**src/rtl/bcd_display_ctrl_if.sv**
```systemverilog
// Conversion request, result and display signals of bcd_display_ctrl.
// master: the side that requests conversions and watches the display.
// slave:  the controller itself.
interface bcd_display_ctrl_if;
  logic       load;
  logic [7:0] value;
  logic       busy;
  logic       done;
  logic       sign;
  logic [3:0] bcd_h;
  logic [3:0] bcd_t;
  logic [3:0] bcd_o;
  logic [3:0] an;
  logic [6:0] seg;

  modport master (
    output load, value,
    input  busy, done, sign, bcd_h, bcd_t, bcd_o, an, seg
  );

  modport slave (
    input  load, value,
    output busy, done, sign, bcd_h, bcd_t, bcd_o, an, seg
  );
endinterface

```
**src/rtl/bcd_display_ctrl.sv**
```systemverilog
// Signed 8-bit to BCD converter (double-dabble, one step per clock) driving a
// 4-digit common-anode seven-segment display with leading-zero blanking.
//
// state | meaning
// ------+-----------------------------------------------------------
// IDLE  | waiting for load; result registers hold the last conversion
// CONV  | one add-3/shift step per cycle, 8 steps, then publish result
module bcd_display_ctrl #(
  parameter int unsigned SCAN_DIV = 50000
) (
  input logic              clk,
  input logic              rst,
  bcd_display_ctrl_if.slave bus
);

  localparam logic [19:0] SCAN_LAST = 20'(SCAN_DIV - 1);
  localparam logic [6:0]  SEG_BLANK = 7'b1111111;
  localparam logic [6:0]  SEG_MINUS = 7'b0111111;

  typedef enum logic {IDLE = 1'b0, CONV = 1'b1} state_t;

  state_t      state_q, state_d;
  logic        start, last;
  logic        sign_n_q;
  logic [7:0]  mag_in;
  logic [19:0] work_q, work_adj, work_next;   // {bcd[11:0], mag[7:0]}
  logic [2:0]  iter_q;

  logic        done_q, sign_q;
  logic [3:0]  bcd_h_q, bcd_t_q, bcd_o_q;

  logic [19:0] scan_cnt_q;
  logic [1:0]  idx_q;
  logic [3:0]  an_q, an_d;
  logic [6:0]  seg_q, seg_d;

  function automatic logic [6:0] glyph(input logic [3:0] d);
    case (d)
      4'd0:    glyph = 7'b1000000;
      4'd1:    glyph = 7'b1111001;
      4'd2:    glyph = 7'b0100100;
      4'd3:    glyph = 7'b0110000;
      4'd4:    glyph = 7'b0011001;
      4'd5:    glyph = 7'b0010010;
      4'd6:    glyph = 7'b0000010;
      4'd7:    glyph = 7'b1111000;
      4'd8:    glyph = 7'b0000000;
      4'd9:    glyph = 7'b0010000;
      default: glyph = SEG_BLANK;
    endcase
  endfunction

  // State register.
  always_ff @(posedge clk or posedge rst) begin
    if (rst) state_q <= IDLE;
    else     state_q <= state_d;
  end

  // Next state: start on load in IDLE, finish after the 8th step.
  always_comb begin
    state_d = state_q;
    start   = 1'b0;
    last    = 1'b0;
    case (state_q)
      IDLE: if (bus.load) begin
        start   = 1'b1;
        state_d = CONV;
      end
      CONV: if (iter_q == 3'd7) begin
        last    = 1'b1;
        state_d = IDLE;
      end
    endcase
  end

  // Magnitude of the operand; -128 wraps to 8'h80 = 128 as intended.
  assign mag_in = bus.value[7] ? (~bus.value + 8'd1) : bus.value;

  // Add-3 correction on every BCD nibble that is 5 or more.
  always_comb begin
    work_adj = work_q;
    for (int i = 0; i < 3; i++) begin
      if (work_q[8 + 4*i +: 4] >= 4'd5)
        work_adj[8 + 4*i +: 4] = work_q[8 + 4*i +: 4] + 4'd3;
    end
  end

  assign work_next = work_adj << 1;

  // Conversion shift register and iteration count.
  always_ff @(posedge clk or posedge rst) begin
    if (rst) begin
      work_q   <= '0;
      sign_n_q <= 1'b0;
      iter_q   <= '0;
    end else if (start) begin
      work_q   <= {12'd0, mag_in};
      sign_n_q <= bus.value[7];
      iter_q   <= '0;
    end else if (state_q == CONV) begin
      work_q   <= work_next;
      iter_q   <= iter_q + 3'd1;
    end
  end

  // Result registers update only when a conversion completes.
  always_ff @(posedge clk or posedge rst) begin
    if (rst) begin
      done_q  <= 1'b0;
      sign_q  <= 1'b0;
      bcd_h_q <= '0;
      bcd_t_q <= '0;
      bcd_o_q <= '0;
    end else begin
      done_q <= last;
      if (last) begin
        sign_q  <= sign_n_q;
        bcd_h_q <= work_next[19:16];
        bcd_t_q <= work_next[15:12];
        bcd_o_q <= work_next[11:8];
      end
    end
  end

  // Free-running digit scan, independent of conversion.
  always_ff @(posedge clk or posedge rst) begin
    if (rst) begin
      scan_cnt_q <= '0;
      idx_q      <= '0;
    end else if (scan_cnt_q == SCAN_LAST) begin
      scan_cnt_q <= '0;
      idx_q      <= idx_q + 2'd1;
    end else begin
      scan_cnt_q <= scan_cnt_q + 20'd1;
    end
  end

  // Digit select and glyph with leading-zero blanking.
  always_comb begin
    an_d  = 4'b1111;
    seg_d = SEG_BLANK;
    an_d[idx_q] = 1'b0;
    case (idx_q)
      2'd0: seg_d = glyph(bcd_o_q);
      2'd1: seg_d = (bcd_h_q == 4'd0 && bcd_t_q == 4'd0) ? SEG_BLANK : glyph(bcd_t_q);
      2'd2: seg_d = (bcd_h_q == 4'd0) ? SEG_BLANK : glyph(bcd_h_q);
      2'd3: seg_d = sign_q ? SEG_MINUS : SEG_BLANK;
    endcase
  end

  // Registered display drive.
  always_ff @(posedge clk or posedge rst) begin
    if (rst) begin
      an_q  <= 4'b1111;
      seg_q <= SEG_BLANK;
    end else begin
      an_q  <= an_d;
      seg_q <= seg_d;
    end
  end

  assign bus.busy  = (state_q == CONV);
  assign bus.done  = done_q;
  assign bus.sign  = sign_q;
  assign bus.bcd_h = bcd_h_q;
  assign bus.bcd_t = bcd_t_q;
  assign bus.bcd_o = bcd_o_q;
  assign bus.an    = an_q;
  assign bus.seg   = seg_q;

endmodule

```
**src/flat_wrapper.sv**
```systemverilog
// flat-port wrapper written by rule: the top's interface ports become plain ports
module bcd_display_ctrl_flat 
#(
  parameter int unsigned SCAN_DIV = 50000
)
  (clk, rst, bus_load, bus_value, bus_busy, bus_done, bus_sign, bus_bcd_h, bus_bcd_t, bus_bcd_o, bus_an, bus_seg);
  bcd_display_ctrl_if bus_i ();
  input logic clk;
  input logic rst;
  input wire logic [$bits(bus_i.load)-1:0] bus_load;
  input wire logic [$bits(bus_i.value)-1:0] bus_value;
  output wire logic [$bits(bus_i.busy)-1:0] bus_busy;
  output wire logic [$bits(bus_i.done)-1:0] bus_done;
  output wire logic [$bits(bus_i.sign)-1:0] bus_sign;
  output wire logic [$bits(bus_i.bcd_h)-1:0] bus_bcd_h;
  output wire logic [$bits(bus_i.bcd_t)-1:0] bus_bcd_t;
  output wire logic [$bits(bus_i.bcd_o)-1:0] bus_bcd_o;
  output wire logic [$bits(bus_i.an)-1:0] bus_an;
  output wire logic [$bits(bus_i.seg)-1:0] bus_seg;
  assign bus_i.load = bus_load;
  assign bus_i.value = bus_value;
  assign bus_busy = bus_i.busy;
  assign bus_done = bus_i.done;
  assign bus_sign = bus_i.sign;
  assign bus_bcd_h = bus_i.bcd_h;
  assign bus_bcd_t = bus_i.bcd_t;
  assign bus_bcd_o = bus_i.bcd_o;
  assign bus_an = bus_i.an;
  assign bus_seg = bus_i.seg;
  bcd_display_ctrl #(.SCAN_DIV(SCAN_DIV)) u_core (.clk(clk), .rst(rst), .bus(bus_i));
endmodule
```
**config.mk**
```make
export PLATFORM = sky130hd
export DESIGN_NAME = bcd_display_ctrl_flat
export DESIGN_NICKNAME = d
export VERILOG_FILES = /design/src/rtl/bcd_display_ctrl_if.sv /design/src/rtl/bcd_display_ctrl.sv /design/src/flat_wrapper.sv
export SDC_FILE = /design/constraint.sdc
export NUM_CORES = 1
export LEC_CHECK = 0
export CORE_MARGIN = 2
export CORE_UTILIZATION = 30
export DETAILED_ROUTE_END_ITERATION = 7
export PLACE_DENSITY_LB_ADDON = 0.1
export SYNTH_ARGS = -nofsm -noshare
export SYNTH_HDL_FRONTEND = slang
export SYNTH_SLANG_ARGS = --single-unit
```
**constraint.sdc**
```tcl
create_clock -name clk -period 2.7 [get_ports clk]
set_input_delay 0.81 -clock clk [delete_from_list [all_inputs] [get_ports clk]]
set_output_delay 0.81 -clock clk [all_outputs]
set_load 0.01 [all_outputs]
```
; ---- Yosys cells after proc, flatten, opt, wreduce, memory -nomap -nowiden
; Memory sizes are Yosys's and may differ from the RTL's.
; Cells that the tools add are included.
[op_classes]
n_reduce_logical = 6
magnitude_cmp = 5
n_mux = 21
n_eq_ne = 5
n_bitwise = 3
addsub = 7
[ops]
columns = op, count
row1 = 2-to-1 mux 20 bit, 3
row2 = one-hot mux 7 bit (4 select lines), 1
row3 = 2-to-1 mux 7 bit, 3
row4 = adder 20 x 1 -> 20 bit (second input constant), 1
row5 = equality test 20 x 16 -> 1 bit (second input constant), 1
row6 = greater-or-equal comparator 4 x 3 -> 1 bit (second input constant), 3
row7 = 2-to-1 mux 3 bit, 3
row8 = adder 4 x 2 -> 4 bit (second input constant), 2
row9 = adder 8 x 1 -> 8 bit (second input constant), 1
row10 = logical NOT 4 bit, 2
row11 = 2-to-1 mux 4 bit, 2
row12 = 2-to-1 mux 8 bit, 1
row13 = inverter 8 bit, 1
row14 = 2-to-1 mux 1 bit, 6
row15 = equality test 2 bit (second input constant), 2
row16 = inverter 4 bit, 1
row17 = adder 3 x 1 -> 3 bit (second input constant), 1
row18 = adder 3 x 2 -> 3 bit (second input constant), 1
row19 = equality test 3 bit (second input constant), 1
row20 = < comparator 2 x 3 -> 1 bit (second input constant), 1
row21 = adder 2 x 1 -> 2 bit (second input constant), 1
row22 = demux 1 bit (select 2 bit), 1
row23 = equality test 2 x 1 -> 1 bit (second input constant), 1
row24 = greater-or-equal comparator 2 x 1 -> 1 bit (second input constant), 1
row25 = other kinds (5), 6
[totals]
inputBits = 11
regBits = 72
mem_count = 3
rom_bits = 336
out_inout_bits = 26
[memory_table]
columns = memory, depth, word_bits, rd, rd_ports_with_merged_regs, write_ports, line_no
row1 = (name not given), 16, 7, 1, 0, 0, bcd_display_ctrl.sv:38  ; case (d)
row2 = (name not given), 16, 7, 1, 0, 0, bcd_display_ctrl.sv:38
row3 = (name not given), 16, 7, 1, 0, 0, bcd_display_ctrl.sv:38

; ---- Longest topological paths before layout
; Gate-level depths: netlist of run 1.
[logic_depth]
ltp_word = 5
depth_mapped = 6
depth_no_buf = 6

; ---- Worst setup path after synthesis of run 1
; No wires, ideal clock.
[synth_path]
path_kind = register to register
start = register u_core.bcd_h_q[1], in the netlist u_core.bus.bcd_h[1]
end = register u_core.seg_q[0], in the netlist u_core.bus.seg[0]
stages_incl_launch_ff = 7
path_slack_ps = 900
path_buffers = 0
t_required_ps = 2618
t_arrival_ps = 1718
path_cell_list = dfrtp_1 > inv_1 > ha_1 > nor3b_2 > and4_1 > a211o_1 > o31a_1
[synth_via]
elab_chain_cells = 4
word_cells_on_any_way = 6
classes_between = 3 x mux / 2 x reduce/logical / 1 x memory
[synth_lines]
columns = element, line_no
row1 = start: declaration, bcd_display_ctrl.sv:30  ; logic [3:0] bcd_h_q, bcd_t_q, bcd_o_q;
row2 = start signal: assignment, bcd_display_ctrl.sv:118  ; bcd_h_q <= work_next[19:16];
row3 = branches (longest 3 deep; another with memory read (16 x 7 bit)), -
row4 = one-hot mux 7 bit (4 select lines) *, bcd_display_ctrl.sv:143  ; case (idx_q)
row5 = named net u_core.seg_d[0], bcd_display_ctrl.sv:35  ; logic [6:0] seg_q, seg_d;
row6 = end signal: assignment, bcd_display_ctrl.sv:158  ; seg_q <= seg_d;
row7 = end: declaration, bcd_display_ctrl.sv:35
; Mark *: on every way through the listed nets, which the timed path passes.
; A chain may end at the register's enable or synchronous reset.

; ---- Worst setup path after layout of run 1
[layout_path]
start = register u_core.bcd_t_q[3], in the netlist u_core.bus.bcd_t[3]
end = output port bus_bcd_t[3]
[layout_lines]
columns = element, line_no
row1 = start: declaration, bcd_display_ctrl.sv:30
row2 = start signal: assignment, bcd_display_ctrl.sv:119  ; bcd_t_q <= work_next[15:12];
row3 = end: declaration, flat_wrapper.sv:16  ; output wire logic [$bits(bus_i.bcd_t)-1:0] bus_bcd_t;
; No word-level cell between the ends.

==> impl_metrics.json, run 1 <==
{
  "irDropWorstVdd_v": 0.000291,
  "fin_skew_ps": 7.57,
  "drt-vias-per-instance": 4.84,
  "synth_edf_count": 0,
  "rsz0062_at_grt": "no",
  "clock_sinks": 72,
  "top_layer_used": "met4",
  "overflow": 0,
  "post-route-util_pct": 37.1,
  "avgSynthCellArea_um2": 10.0,
  "synth_fa_ha_area_share_pct": 9.21,
  "synthSimpleGateAreaFrac_pct": 17.2,
  "avgRoutedWirePerCell_um": 14.0,
  "grt_pass1_vias": 2890,
  "cts.path.max_buffers": 2,
  "netlist-cell-type-count": 57,
  "synthToLayoutAreaGrowth_pct": 20.5,
  "power_density_nw_per_um2": 985,
  "fmax_mhz": 420,
  "slew_headroom_pct": 54.3,
  "die_x_um": 121,
  "switching_share_pct": 36.4,
  "path_clk_slew_ps": 60,
  "pwr-share-clk_pct": 23.9,
  "power.leakage_uw": 0.00214,
  "portBuffers": 36,
  "worstSetupPathType": "reg2out",
  "drt-pass1-iter-count": 4,
  "cp_max_fo": 14,
  "worst_pin_slew_ps": 683,
  "nets": 483,
  "startpoint_type": "flop",
  "worstPathCellList": "clkdlybuf4s50_1",
  "cap_violations": 0,
  "synth-xor-area-share_pct": 5.80,
  "dr_wl_met3_um": 301,
  "endpoint_kind": "primary output",
  "post_cts_resized": 0,
  "cts-hold-fix-buffers": 0,
  "met1Wirelength_um": 4360,
  "worstPathRequired_ps": 1890,
  "tritoncts": "yes",
  "arrival_ps": 1570,
  "place_congestion": 0.818,
  "cts_setup_buffers": 0,
  "synth_ff_type": "dfrtp_1",
  "fp.dieArea_um2": 14500,
  "setup_viol": 0,
  "cp_top_family": "buffers and inverters",
  "synth.area.mux_share_pct": 4.18,
  "drtIter0Drc": 127,
  "coreArea_um2": 13200,
  "intPower_uw": 3070,
  "wl_met2_um": 3840,
  "yosysWarnings": 0,
  "row_count": 42,
  "seq_area_frac_synth_pct": 44.6,
  "antenna_cells": 0,
  "final_common_cell": "dfrtp_1",
  "tns_ps": 0,
  "report.final.slew_viol_count": 0,
  "status": "completed",
  "final_antenna_net_count": 0,
  "final_cell_mix": "dfrtp_1, clkdlybuf4s50_1, ha_1",
  "cts_made_buffers": 9,
  "pwr-share-seq_pct": 37.3,
  "max_stage_delay_ps": 620,
  "async_flop_share_pct": 100,
  "synth_top_family_by_area": "simple AND/OR/NAND/NOR gates",
  "comb_power_share_pct": 38.8,
  "clock_latency_ps": 340,
  "vias": 3013,
  "die_h_um": 121,
  "initial_utilization_pct": 30.8,
  "h-tree-depth": 3,
  "antenna_found_initial": 0,
  "routed_wl_um": 8750,
  "root_buffer": "clkbuf_16",
  "final_hold_viol_count": 0,
  "synthCells": 407,
  "io_pins": 37,
  "syn_area_um2": 4070,
  "min_period_over_period_pct": 88.2,
  "ys_seq_elements": 72,
  "critical_path_buf_inv_count": 1,
  "period_minus_slack_ps": 2380,
  "synth_compound_area_share_pct": 14.5,
  "hpwl_um": 6330,
  "hold_class": "reg2reg",
  "slowest_stage": "clkdlybuf4s50_1",
  "grt_use_total_pct": 13.1,
  "drc": 0,
  "p_switching_uw": 1760,
  "grt_pass1_wl_um": 14800,
  "drive_gt1_share_pct": 10.5,
  "syn_nets": 448,
  "grt_max_degree": 73
}
-- layer usage --
layer / track usage, % / up-vias
met4: 7.19 / 0
met1: 17.8 / 1438
li1: - / 1509
met5: 0 / -
met2: 19.3 / 50
met3: 2.88 / 16
-- metrics by stage --
step	cells	setup slack (ps)	area, um^2	power, uW	hold WS (ps)
floorplan	407	83.3	4070	3030	447
global placement	607	421	4630	3700	471
detailed placement	607	409	4630	3720	476
CTS	623	287	4910	4920	490
global route	623	221	4910	5230	516
finish	623	319	4910	4840	485
-- worst min-delay path: stages (launching register included) --
cell	delay, ps
dfrtp_1	340
nand2_1	50
o21ai_0	60
-- state kept, by name, indices dropped and copies added, names as in the netlist --
register / flops
u_core.bus.done: 1
u_core.bus.seg: 7
u_core.scan_cnt_q: 20
u_core.work_q: 20
u_core.bus.bcd_t: 4
u_core.bus.sign: 1
u_core.sign_n_q: 1
u_core.bus.bcd_h: 4
u_core.bus.bcd_o: 4
u_core.idx_q: 2
u_core.bus.busy: 1
u_core.iter_q: 3
u_core.bus.an: 4
-- final timing paths --
check / endpoint / start / depth (start not counted) / slack (ps)
max: bus_bcd_t[3] / u_core.bus.bcd_t[3]$_DFFE_PP0P_ / 1 / 320
max reg2reg: u_core.bus.seg[0]$_DFF_PP1_ / u_core.bus.bcd_h[1]$_DFFE_PP0P_ / 6 / 720
min reg2reg: u_core.work_q[1]$_DFFE_PP0P_ / u_core.work_q[0]$_DFFE_PP0P_ / 2 / 480
min: u_core.work_q[1]$_DFFE_PP0P_ / u_core.work_q[0]$_DFFE_PP0P_ / 2 / 480
min in group asynchronous: u_core.iter_q[1]$_DFFE_PP0P_ / rst / 3 / 880
max in group asynchronous: u_core.bus.seg[3]$_DFF_PP1_ / rst / 3 / 1480
-- cells in the mapped netlist (2+ instances only) --
cell,instances,area share [%]
ha_1,30,9.2
dfstp_2,11,7.1
a21boi_1,2,0.37
o211a_1,2,0.49
o22ai_1,3,0.46
nor3_1,9,1.1
xnor2_1,20,4.3
o21ai_0,21,2.6
nor3_2,2,0.49
nand3_1,11,1.4
a22o_1,3,0.65
mux2i_1,8,2.0
xor2_1,7,1.5
and3_1,4,0.61
a21o_1,7,1.3
nand4_1,8,1.2
nand2_1,25,2.3
nor2b_1,4,0.61
a21oi_1,13,1.6
o21ai_1,8,0.98
nand2b_1,11,1.7
nor4b_1,2,0.43
nor2_1,27,2.5
o221ai_1,2,0.43
clkbuf_1,12,1.1
inv_1,28,2.6
nor3b_1,7,1.3
a32oi_1,7,1.5
o211ai_1,4,0.74
and4_1,3,0.65
dfrtp_1,61,37
a22oi_1,5,0.92
mux2_2,8,2.2
nor4_1,4,0.61
buf_2,3,0.37
or3_1,4,0.61
-- cells by family (layout without fill, tap and decap cells) --
group,Yosys count,after routing
AND/OR/NAND/NOR,129,129
AO/OA/AOI/OAI,87,87
flip-flops,72,72
buffers and inverters,46,86
adder cells (fa/ha/maj),30,30
XOR/XNOR,27,27
multiplexers,16,16
-- power groups by stage --
stage	registers [uW]	logic (uW)	clock network, uW
after floorplan	1730	1300	0
after global placement	1820	1880	0
after detailed placement	1830	1900	0
after CTS	1810	1910	1200
after global routing	1870	2120	1240
final	1800	1870	1160
-- layout make-up --
class	count	area [um^2]
Fill cell	1356	8330
Multi-Input combinational cell	289	2070
Sequential cell	72	1820
Timing Repair Buffer	41	410
Clock buffer	12	236
Tap cell	176	220
Inverter	29	109
Clock inverter	4	47.5
(Power assumes the default switching activity.)
==> run 2, diff against run 1 <==
--- a/config.mk
+++ b/config.mk
@@ -5,10 +5,10 @@
 export SDC_FILE = /design/constraint.sdc
 export NUM_CORES = 1
 export LEC_CHECK = 0
-export CORE_MARGIN = 2
 export CORE_UTILIZATION = 30
 export DETAILED_ROUTE_END_ITERATION = 7
 export PLACE_DENSITY_LB_ADDON = 0.1
+export RECOVER_POWER = 25
 export SYNTH_ARGS = -nofsm -noshare
 export SYNTH_HDL_FRONTEND = slang
 export SYNTH_SLANG_ARGS = --single-unit
==> run 2 against run 1 <==
Against the previous run:
- wire length is 0.43% higher
- combinational power hardly changed
- first-iteration DRC count is 7.9% higher
- power is 1.0% lower
- critical path type unchanged
- cell count is 0.16% lower
- highest routed layer unchanged
- via count is 0.37% higher
- critical endpoint unchanged
==> impl_metrics.json, run 2 (same netlist as run 1, synthesis figures left out) <==
{
  "power.leakage_uw": 0.00212,
  "initial_utilization_pct": 30.8,
  "grt_pass1_wl_um": 14600,
  "worstPathCellList": "clkdlybuf4s50_1",
  "power_uw": 4790,
  "slew_headroom_pct": 32.9,
  "rr_worst_depth": 6,
  "reg2reg_slack_ps": 720,
  "min_period_over_period_pct": 88.5,
  "report.final.slew_viol_count": 0,
  "drt-pass1-iter-count": 4,
  "cap_violations": 0,
  "fin_cells": 622,
  "cp_num_cells": 1,
  "endpoint_kind": "primary output",
  "tritoncts": "yes",
  "cts_made_buffers": 9,
  "clock_latency_ps": 340,
  "rsz0062_at_grt": "no",
  "path_clk_slew_ps": 60,
  "coreArea_um2": 13200,
  "holdWs_ps": 479,
  "routed_wl_um": 8790,
  "worstSetupPathType": "reg2out",
  "grt_use_total_pct": 13.3,
  "ff_latch_area_um2": 1820,
  "dp.cells": 606,
  "antenna_found_initial": 0,
  "period_minus_slack_ps": 2390,
  "power_density_nw_per_um2": 980,
  "synthToLayoutAreaGrowth_pct": 19.8,
  "irDropWorstVdd_v": 0.000450,
  "setup_viol": 0,
  "multi_input_area_um2": 2070,
  "cts-hold-fix-buffers": 0,
  "cts_setup_buffers": 0,
  "r2r-start": "u_core.bus.bcd_h[1]$_DFFE_PP0P_",
  "final_hold_viol_count": 0,
  "die_x_um": 119,
  "vias": 3024,
  "hpwl_um": 6220,
  "critical_path_buf_inv_count": 1,
  "comb_power_share_pct": 39.1,
  "p_switching_uw": 1760,
  "row_count": 42,
  "arrival_ps": 1580,
  "drt-vias-per-instance": 4.86,
  "pwr-share-clk_pct": 23.2,
  "clock_sinks": 72,
  "post-route-util_pct": 36.9,
  "final_common_cell": "dfrtp_1",
  "drc": 0,
  "portBuffers": 36,
  "place_congestion": 0.848,
  "status": "completed",
  "tns_ps": 0,
  "crit_start": "u_core.bus.bcd_t[3]$_DFFE_PP0P_",
  "fmax_mhz": 418,
  "drtIter0Drc": 137,
  "cp_top_family": "flip-flops",
  "drive_gt1_share_pct": 10.1,
  "pwr-share-seq_pct": 37.7,
  "fp.dieArea_um2": 14000,
  "hold_class": "reg2reg",
  "h-tree-depth": 3,
  "critical_path.endpoint": "bus_bcd_t[3]",
  "avgRoutedWirePerCell_um": 14.1,
  "overflow": 0,
  "final_cell_mix": "dfrtp_1, clkdlybuf4s50_1, ha_1",
  "fin_skew_ps": 6.19,
  "intPower_uw": 3030,
  "timing.rr.end": "u_core.bus.seg[0]$_DFF_PP1_",
  "max_stage_delay_ps": 620,
  "io_pins": 37,
  "slowest_stage": "dfrtp_1",
  "die_h_um": 119,
  "cts.path.max_buffers": 2,
  "antenna_cells": 0,
  "worstPathRequired_ps": 1890,
  "root_buffer": "clkbuf_16",
  "startpoint_type": "flop",
  "grt_max_degree": 73,
  "worst_pin_slew_ps": 1010,
  "switching_share_pct": 36.8,
  "grt_pass1_vias": 2872,
  "post_cts_resized": 0,
  "n_fill_cell": 1372,
  "cp_max_fo": 14,
  "final_antenna_net_count": 0,
  "nets": 482
}
[run 2: worst min path at each step]
stage	slack, ps	depth (start not counted)	start	endpoint
6_report	480	1	u_core.scan_cnt_q[19]$_DFF_PP0_	u_core.scan_cnt_q[19]$_DFF_PP0_
5_1_grt	510	1	u_core.scan_cnt_q[19]$_DFF_PP0_	u_core.scan_cnt_q[19]$_DFF_PP0_
4_1_cts	480	1	u_core.scan_cnt_q[19]$_DFF_PP0_	u_core.scan_cnt_q[19]$_DFF_PP0_
3_5_place_dp	470	1	u_core.scan_cnt_q[19]$_DFF_PP0_	u_core.scan_cnt_q[19]$_DFF_PP0_
3_3_place_gp	470	2	u_core.work_q[1]$_DFFE_PP0P_	u_core.work_q[2]$_DFFE_PP0P_
2_1_floorplan	450	1	u_core.scan_cnt_q[19]$_DFF_PP0_	u_core.scan_cnt_q[19]$_DFF_PP0_
[run 2: power by group through the flow]
stage	combinational (uW)	sequential, uW	clock (uW)
2_1_floorplan	1300	1730	0
3_3_place_gp	1880	1820	0
3_5_place_dp	1890	1830	0
4_1_cts	1900	1810	1150
5_1_grt	2110	1870	1190
6_report	1870	1800	1110
[run 2: final cells by class]
type,count,area share [%]
clock inverter,3,0.333
sequential,72,37.2
tap,176,4.51
timing repair buffer,40,8.00
clock buffer,13,5.33
inverter,29,2.23
multi-input combinational,289,42.4
[run 2: metal layers]
| metal | vias up | track usage (%) | part of all wire (%) |
|---|---|---|---|
| met4 | 0 | 4.67 | 1.2 |
| li1 | 1501 | - | - |
| met3 | 10 | 4.15 | 4.3 |
| met1 | 1447 | 17.7 | 50 |
| met5 | - | 0 | 0 |
| met2 | 66 | 20.2 | 44 |
[run 2: through the flow]
stage | setup slack, ps | cell area (um^2)
after floorplan | 83.3 | 4070
after global placement | 372 | 4620
after detailed placement | 320 | 4620
after CTS | 285 | 4890
after global routing | 234 | 4880
final | 310 | 4880
==> run 3, diff against run 2 <==
--- a/config.mk
+++ b/config.mk
@@ -5,10 +5,13 @@
 export SDC_FILE = /design/constraint.sdc
 export NUM_CORES = 1
 export LEC_CHECK = 0
+export CAP_MARGIN = 30
 export CORE_UTILIZATION = 30
 export DETAILED_ROUTE_END_ITERATION = 7
 export PLACE_DENSITY_LB_ADDON = 0.1
 export RECOVER_POWER = 25
+export SKIP_LAST_GASP = 1
+export SLEW_MARGIN = 0
 export SYNTH_ARGS = -nofsm -noshare
 export SYNTH_HDL_FRONTEND = slang
 export SYNTH_SLANG_ARGS = --single-unit
==> results of run 3 <==
No change in the layout: final DEF, timing and power equal those of run 2.
